`src/rtl/fir_pkg.sv`:
```
// fir_pkg: shared widths, output sample type and log2 helper for the FIR output stage.
package fir_pkg;
  localparam int FIR_IN_W = 10;
  localparam int FIR_OUT_W = 8;
  typedef logic [FIR_OUT_W-1:0] fir_sample_t;
  function automatic int log2c(input int v);
    int r;
    r = 0;
    for (int i = 0; i < 31; i++) r = ((1 << i) < v) ? i + 1 : r;
    return r;
  endfunction
endpackage

```
`src/rtl/fir_out_fifo.sv`:
```
// fir_out_fifo: 2-entry in-order FIFO with synchronous clear; head reads 0 when empty.
module fir_out_fifo #(
  parameter int W = 8
) (
  input  logic         clk,
  input  logic         rst,
  input  logic         clr,
  input  logic         push,
  input  logic         pop,
  input  logic [W-1:0] din,
  output logic         full,
  output logic         empty,
  output logic [W-1:0] head
);
  logic [W-1:0] m0_q, m0_d, m1_q, m1_d;
  logic [1:0] cnt_q, cnt_d;
  logic pp, pu;
  always_comb begin
    pp = pop && cnt_q != 2'd0;
    pu = push && (cnt_q != 2'd2 || pp);
    m0_d = m0_q;
    m1_d = m1_q;
    cnt_d = cnt_q;
    if (clr) begin
      m0_d = '0;
      m1_d = '0;
      cnt_d = 2'd0;
    end else if (pu && pp) begin
      m0_d = (cnt_q == 2'd2) ? m1_q : din;
      m1_d = (cnt_q == 2'd2) ? din : m1_q;
    end else if (pp) begin
      m0_d = m1_q;
      cnt_d = cnt_q - 2'd1;
    end else if (pu) begin
      m0_d = (cnt_q == 2'd0) ? din : m0_q;
      m1_d = (cnt_q == 2'd1) ? din : m1_q;
      cnt_d = cnt_q + 2'd1;
    end
  end
  always_ff @(posedge clk or negedge rst) begin
    if (!rst) begin
      m0_q <= '0;
      m1_q <= '0;
      cnt_q <= 2'd0;
    end else begin
      m0_q <= m0_d;
      m1_q <= m1_d;
      cnt_q <= cnt_d;
    end
  end
  assign full = cnt_q == 2'd2;
  assign empty = cnt_q == 2'd0;
  assign head = empty ? '0 : m0_q;
endmodule

```
`src/rtl/fir_decim_out.sv`:
```
// fir_decim_out: accumulate-and-dump decimator with round/saturate into a 2-entry output buffer.
module fir_decim_out
  import fir_pkg::*;
#(
  parameter int DECIM = 4,
  parameter int IN_W = FIR_IN_W,
  parameter int OUT_W = FIR_OUT_W
) (
  input  logic             clk,
  input  logic             rst,
  input  logic             in_valid,
  input  logic [IN_W-1:0]  din,
  input  logic             sync_clr,
  output logic             out_valid,
  input  logic             out_ready,
  output logic [OUT_W-1:0] dout,
  output logic             sat,
  output logic             ovf
);
  localparam int LG = log2c(DECIM);
  localparam int AW = IN_W + LG;
  logic [AW-1:0] acc_q, acc_d;
  logic [LG-1:0] ph_q, ph_d;
  logic sat_q, sat_d, ovf_q, ovf_d;
  logic acc_en, dump, clip, push, pop, full, empty;
  logic [AW:0] sum, avg;
  logic [OUT_W-1:0] res;
  // One spare bit keeps the rounding add from wrapping for any legal DECIM.
  always_comb begin
    acc_en = in_valid && !sync_clr;
    dump = acc_en && ph_q == LG'(DECIM - 1);
    sum = {1'b0, acc_q} + (AW + 1)'(din);
    avg = (sum + (AW + 1)'(DECIM / 2)) >> LG;
    clip = avg > (AW + 1)'((1 << OUT_W) - 1);
    res = clip ? '1 : avg[OUT_W-1:0];
    pop = !empty && out_ready && !sync_clr;
    push = dump;
    acc_d = (sync_clr || dump) ? '0 : acc_en ? sum[AW-1:0] : acc_q;
    ph_d = (sync_clr || dump) ? '0 : acc_en ? ph_q + LG'(1) : ph_q;
    sat_d = !sync_clr && (sat_q || (dump && clip));
    ovf_d = !sync_clr && (ovf_q || (dump && full && !pop));
  end
  always_ff @(posedge clk or negedge rst) begin
    if (!rst) begin
      acc_q <= '0;
      ph_q <= '0;
      sat_q <= 1'b0;
      ovf_q <= 1'b0;
    end else begin
      acc_q <= acc_d;
      ph_q <= ph_d;
      sat_q <= sat_d;
      ovf_q <= ovf_d;
    end
  end
  fir_out_fifo #(.W(OUT_W)) u_fifo (
    .clk(clk),
    .rst(rst),
    .clr(sync_clr),
    .push(push),
    .pop(pop),
    .din(res),
    .full(full),
    .empty(empty),
    .head(dout)
  );
  assign out_valid = !empty;
  assign sat = sat_q;
  assign ovf = ovf_q;
endmodule

```
`config.mk`:
```
export PLATFORM = sky130hd
export DESIGN_NAME = fir_decim_out
export DESIGN_NICKNAME = d
export VERILOG_FILES = /design/src/rtl/fir_pkg.sv /design/src/rtl/fir_out_fifo.sv /design/src/rtl/fir_decim_out.sv
export SDC_FILE = /design/constraint.sdc
export NUM_CORES = 1
export LEC_CHECK = 0
export CAP_MARGIN = 20
export CORE_AREA = 4 4 109 85
export DETAILED_ROUTE_END_ITERATION = 16
export DIE_AREA = 0 0 113 89
export PLACE_DENSITY = 0.52
export SLEW_MARGIN = 40
export SYNTH_ARGS = -nofsm -noshare
export SYNTH_HDL_FRONTEND = slang
export SYNTH_SLANG_ARGS = --single-unit
```
`constraint.sdc`:
```
create_clock -name clk -period 5.74 [get_ports clk]
set_input_delay 0.574 -clock clk [delete_from_list [all_inputs] [get_ports clk]]
set_output_delay 0.574 -clock clk [all_outputs]
set_load 0.02 [all_outputs]
```
==> flow_summary.json, run 1 <==
{
  "hold_buffers": 0,
  "maxCapViolCount": 0,
  "fin_cells": 441,
  "async_reset_ff_share_pct": 100.0,
  "remaining_drc_errors": 0,
  "critPathMaxFanout": 11,
  "nets": 363,
  "fin_crit_sh_pct": 64.37,
  "hpwl_um": 5031,
  "rows": 29,
  "max_stage_delay_ps": 550,
  "critical_path_required_ps": 5930,
  "portBuffers": 25,
  "ys_seq_area_share_pct": 31.95,
  "avgSynthCellArea_um2": 8.453,
  "finalMaxSlewViolations": 0,
  "pre_cts_slack_ps": 1782,
  "viasPerCell": 5.420,
  "synthCells": 315,
  "worstPathArrival_ps": 3890,
  "crit_path_end_kind": "flip-flop",
  "overflow": 0,
  "dieArea_mm2": 0.01006,
  "finalInstanceArea_mm2": 0.003075,
  "cts_tree": "built",
  "synth_area_leader_cell": "dfrtp_1",
  "holdWs_ps": 485.8,
  "finalSetupViolations": 0,
  "period_needed_ps": 3695,
  "critPathTopFamily": "compound AO/OA/AOI/OAI gates",
  "path_cells": "clkdlybuf4s50_1 -> ha_1 -> inv_1 -> fa_1 -> and2b_1 -> o22ai_1 -> xnor2_1 -> and4_1 -> nand3_1 -> o31ai_4 -> nor4b_2 -> o31ai_1",
  "grt_pass1_vias": 2216,
  "clockRootBuffer": "clkbuf_8",
  "power.total_uw": 790.7,
  "drive_above_1_share_pct": 8.709,
  "cp-start-kind": "input port",
  "placed_cell_area_mm2": 0.002989,
  "n_antenna_cell": 0,
  "routedWlPerCell_um": 15.79,
  "yosys_most_used_dff": "dfrtp_1",
  "timing.final.ws_setup_ps": 2045,
  "core_area_mm2": 0.008237,
  "ys_types": 60,
  "final_core_util_pct": 37.34,
  "area_growth_syn_to_layout_pct": 15.51,
  "insertion_delay_ps": 280,
  "criticalPathCategory": "in -> reg",
  "grt_setup_unrepaired": "no",
  "worst_pin_slew_ps": 751.3,
  "cts_resized": 0,
  "drt_iter0_drc": 108,
  "timing.rr.start": "acc_q[0]",
  "synth_top_cells_by_count": "a21oi_1, dfrtp_1, nor2_1",
  "h-tree-depth": 2,
  "synth_seq_cells": 34,
  "fin_worst_skew_ps": 5.215,
  "leakagePower_nw": 1.261,
  "clk_pin_slew_ps": 80,
  "syn_nets": 346,
  "clock_sinks": 34,
  "finalSetupTns_ps": 0,
  "slowest_stage": "o31ai_4",
  "synth_edf_count": 0,
  "cts_setup_buffers": 0,
  "postRouteWirelength_um": 6965,
  "synthTopCellsByArea": "dfrtp_1, ha_1, a21oi_1",
  "ir_worst_vdd_mv": 0.09736,
  "antenna_left": 0,
  "synth_area_mm2": 0.002663,
  "start_util_pct": 32.33,
  "place.gp.congestion": 0.7990,
  "dp.cells": 433,
  "io-pin-count": 26,
  "startpoint": "din[0]",
  "vias": 2390,
  "grt_pass1_wl_um": 11450,
  "relSlewSlack_pct": 49.39,
  "antenna_found_initial": 0,
  "max_freq_ghz": 0.2707,
  "hp-class": "reg -> reg",
  "critPathBufInv": 2,
  "final-hold-violation-count": 0,
  "status": "finished, final reports clean",
  "power_density_mw_per_mm2": 257.1,
  "cts-buffers-inserted": 5,
  "grt_util_all_layers_pct": 14.17,
  "ys_warn_count": 0,
  "grt_max_degree": 35,
  "post-synth-top-area-fraction_pct": 31.95,
  "hp-start": "u_fifo.m0_q[7]",
  "die_w_um": 113,
  "clock_path_buffers": 2,
  "dr.pass1.iters": 4,
  "die_height_um": 89
}
## logic make-up (layout without fill, tap and decap cells)
| group | Yosys count | in the layout | synth area share (%) |
|---|---|---|---|
| buffers and inverters | 30 | 48 | 4.981 |
| adders and majority gates | 16 | 16 | 7.801 |
| muxes | 5 | 5 | 1.880 |
| and+or+nand+nor | 114 | 114 | 23.92 |
| DFF | 34 | 34 | 31.96 |
| AOI/OAI and AO/OA | 104 | 104 | 25.52 |
| xor gates and xnor gates | 12 | 12 | 3.947 |
## flip-flops by register name (all words and copies together) (netlist names)
signal / count
acc_q: 12
u_fifo.m0_q: 8
sat: 1
ovf: 1
u_fifo.cnt_q: 2
ph_q: 2
u_fifo.m1_q: 8
## worst register-to-register path: stages (launching register included)
cell	delay [ps]
dfrtp_1	350
ha_1	190
inv_1	60
fa_1	390
and2b_1	270
o22ai_1	110
xnor2_1	430
and4_1	330
nand3_1	140
o31ai_4	550
nor4b_2	130
o31ai_1	250
## power by group
part / switching, mW / leakage (nW) / internal, mW
combinational: 0.195 / 0.754 / 0.131
clock: 0.0914 / 0.0482 / 0.0969
sequential: 0.0138 / 0.459 / 0.263
## final cells by class
class | count | area, µm²
Sequential cell | 34 | 850.8
Inverter | 12 | 45.04
Tap cell | 108 | 135.1
Clock buffer | 7 | 86.33
Fill cell | 836 | 5161
Timing Repair Buffer | 28 | 267.8
Multi-Input combinational cell | 251 | 1685
Clock inverter | 1 | 5.005
## worst paths after layout
check                                  end  slack (ps)  cells after the start
max                         u_fifo.m0_q[5]        2050                     12
min                         u_fifo.m0_q[7]         490                      2
max reg2reg                 u_fifo.m0_q[5]        2440                     11
min reg2reg                 u_fifo.m0_q[7]         490                      2
max in group asynchronous   u_fifo.m1_q[6]        4700                      2
min in group asynchronous  u_fifo.cnt_q[1]         700                      2
## cells in the final DEF, fill, tap and decap left out, drive strengths merged, types with 4 or more instances in the layout
master	count
nand2	17
xnor2	10
buf	4
nor3	10
o21ai	34
a21oi	34
nor2b	21
nand3	7
dfrtp	34
mux2i	5
inv	12
ha	15
o31ai	4
clkdlybuf4s50	24
a22oi	5
clkbuf	7
nor2	33
## layer usage
metal | wire length [µm] | up-vias | global-route usage [%]
li1 | - | 1171 | -
met1 | 3750 | 1164 | 21.47
met2 | 2878 | 55 | 20.81
met3 | 335 | 0 | 2.909
met4 | 0 | 0 | 2.838
met5 | 0 | - | 0
(Power assumes the default switching activity.)
==> run 2: changes to the inputs <==
clock period = 3.59 ns   (was 5.74 ns; I/O delays follow)
==> run 2 against run 1 <==
Net effect: global-route usage rose by 0.38 points; clock power increased by 93%; via count is 0.21% higher; routed wire length grew 0.96%; core utilization grew 0.82 points; die area unchanged; total power increased by 70%; first-iteration DRC count increased by 42%; sequential share of layout area down 0.59 points; final cell count is 1.1% higher; worst hold slack got worse by 3.8 ps; sequential cell count unchanged; critical endpoint is now u_fifo.m1_q[1].
==> flow_summary.json, run 2 (synthesized netlist as in run 1, its figures left out) <==
{
  "p_switching_uw": 479.7,
  "antenna_left": 0,
  "max_stage_delay_ps": 460,
  "io-pin-count": 26,
  "critPathTopFamily": "simple AND/OR/NAND/NOR gates",
  "cts_setup_buffers": 0,
  "ir_worst_vdd_mv": 0.1590,
  "relSlewSlack_pct": 48.63,
  "slowest_stage": "clkdlybuf4s50_1",
  "die_w_um": 113,
  "hp-class": "in -> async",
  "drt_iter0_drc": 153,
  "antenna_found_initial": 0,
  "insertion_delay_ps": 280,
  "grt_util_all_layers_pct": 14.55,
  "crit_path_end_kind": "flip-flop",
  "cp-start-kind": "input port",
  "regMostFlops": "acc_q",
  "grt_pass1_wl_um": 11870,
  "finalSetupTns_ps": 0,
  "portBuffers": 25,
  "grt_setup_unrepaired": "no",
  "clockRootBuffer": "clkbuf_8",
  "power_frac_comb_pct": 40.3,
  "holdWs_ps": 481.9,
  "worstPathArrival_ps": 3280,
  "place.gp.congestion": 0.8394,
  "cts_resized": 0,
  "routedWlPerCell_um": 15.77,
  "cts_tree": "built",
  "overflow": 0,
  "leakagePower_nw": 1.300,
  "h-tree-depth": 2,
  "clock_sinks": 34,
  "reg_top3": "acc_q: 12 flops, u_fifo.m0_q: 8 flops, u_fifo.m1_q: 8 flops",
  "clock_path_buffers": 2,
  "fin_worst_skew_ps": 11.57,
  "cts-buffers-inserted": 5,
  "hpwl_um": 5144,
  "maxCapViolCount": 0,
  "area_growth_syn_to_layout_pct": 18.04,
  "finalInstanceArea_mm2": 0.003143,
  "pre_cts_slack_ps": 146.5,
  "grt_max_degree": 35,
  "path_cells": "clkdlybuf4s50_1 -> ha_1 -> inv_1 -> fa_1 -> and2b_1 -> o21ai_1 -> a311o_1 -> and4_1 -> nand3_1 -> o31ai_4 -> buf_4 -> nor3_2 -> a21oi_1",
  "timing.final.ws_setup_ps": 445.5,
  "period_needed_ps": 3145,
  "clk_pin_slew_ps": 70,
  "worst_pin_slew_ps": 762.4,
  "hold_buffers": 0,
  "core_area_mm2": 0.008237,
  "critPathMaxFanout": 10,
  "viasPerCell": 5.370,
  "dr.pass1.iters": 4,
  "criticalPathCategory": "in -> reg",
  "grt_pass1_vias": 2340,
  "status": "finished, final reports clean",
  "finalMaxSlewViolations": 0,
  "power_density_mw_per_mm2": 428.9,
  "critical_path_required_ps": 3730,
  "layout_common_cells": "a21oi_1, dfrtp_1, nor2_1",
  "placed_cell_area_mm2": 0.003030,
  "cell_internal_pwr_uw": 868.3,
  "vias": 2395,
  "finalSetupViolations": 0,
  "largest_reg_flops": 12,
  "final-hold-violation-count": 0,
  "start_util_pct": 32.33,
  "n_antenna_cell": 0,
  "clock_power_share_pct": 26.9,
  "dieArea_mm2": 0.01006,
  "nets": 369,
  "fin_crit_sh_pct": 87.59,
  "swShare_pct": 35.59,
  "remaining_drc_errors": 0,
  "max_freq_ghz": 0.3180,
  "critPathBufInv": 3,
  "p_seq_share_pct": 32.8,
  "die_height_um": 89,
  "rows": 29,
  "postRouteWirelength_um": 7032,
  "drive_above_1_share_pct": 9.763
}
==> run 2: cell type report <==
class                           count  area (µm²)
Timing Repair Buffer               34       317.8
Inverter                           12       45.04
Tap cell                          108       135.1
Fill cell                         835        5094
Clock inverter                      1       30.03
Multi-Input combinational cell    251        1682
Clock buffer                        6       82.58
Sequential cell                    34       850.8
==> run 2: stage by stage <==
stage	std cells	utilization (%)	power, mW
final	446	38.16	1.348
after global routing	446	38.16	1.449
after CTS	446	38.16	1.364
after detailed placement	439	36.79	0.9928
after global placement	439	36.76	0.9916
after floorplan	315	-	0.8442
==> run 2: path summary, 6_finish.rpt <==
check	from	endpoint	slack, ps	cells after the start
worst max-delay path	din[0]	u_fifo.m1_q[1]	450	13
min in group clk	u_fifo.m1_q[2]	u_fifo.m0_q[2]	510	2
worst min-delay path	rst	u_fifo.cnt_q[1]	480	2
worst max register to register	acc_q[0]	u_fifo.m1_q[1]	630	12
worst min register to register	u_fifo.m1_q[2]	u_fifo.m0_q[2]	510	2
max in group asynchronous	rst	u_fifo.m1_q[1]	2750	2
==> run 2: power by group through the flow <==
stage	Clock (mW)	Sequential [mW]	Combinational (mW)
global placement	0	0.451	0.541
global route	0.396	0.447	0.606
CTS	0.376	0.443	0.545
floorplan	0	0.442	0.402
detailed placement	0	0.450	0.542
finish	0.362	0.443	0.543
==> run 2: layer usage <==
layer,track usage (%),vias to the layer above,share of wire [%]
met3,2.909,4,3.9
met5,0,-,0
li1,-,1187,-
met1,21.23,1165,53
met4,2.620,0,0.36
met2,22.63,39,43
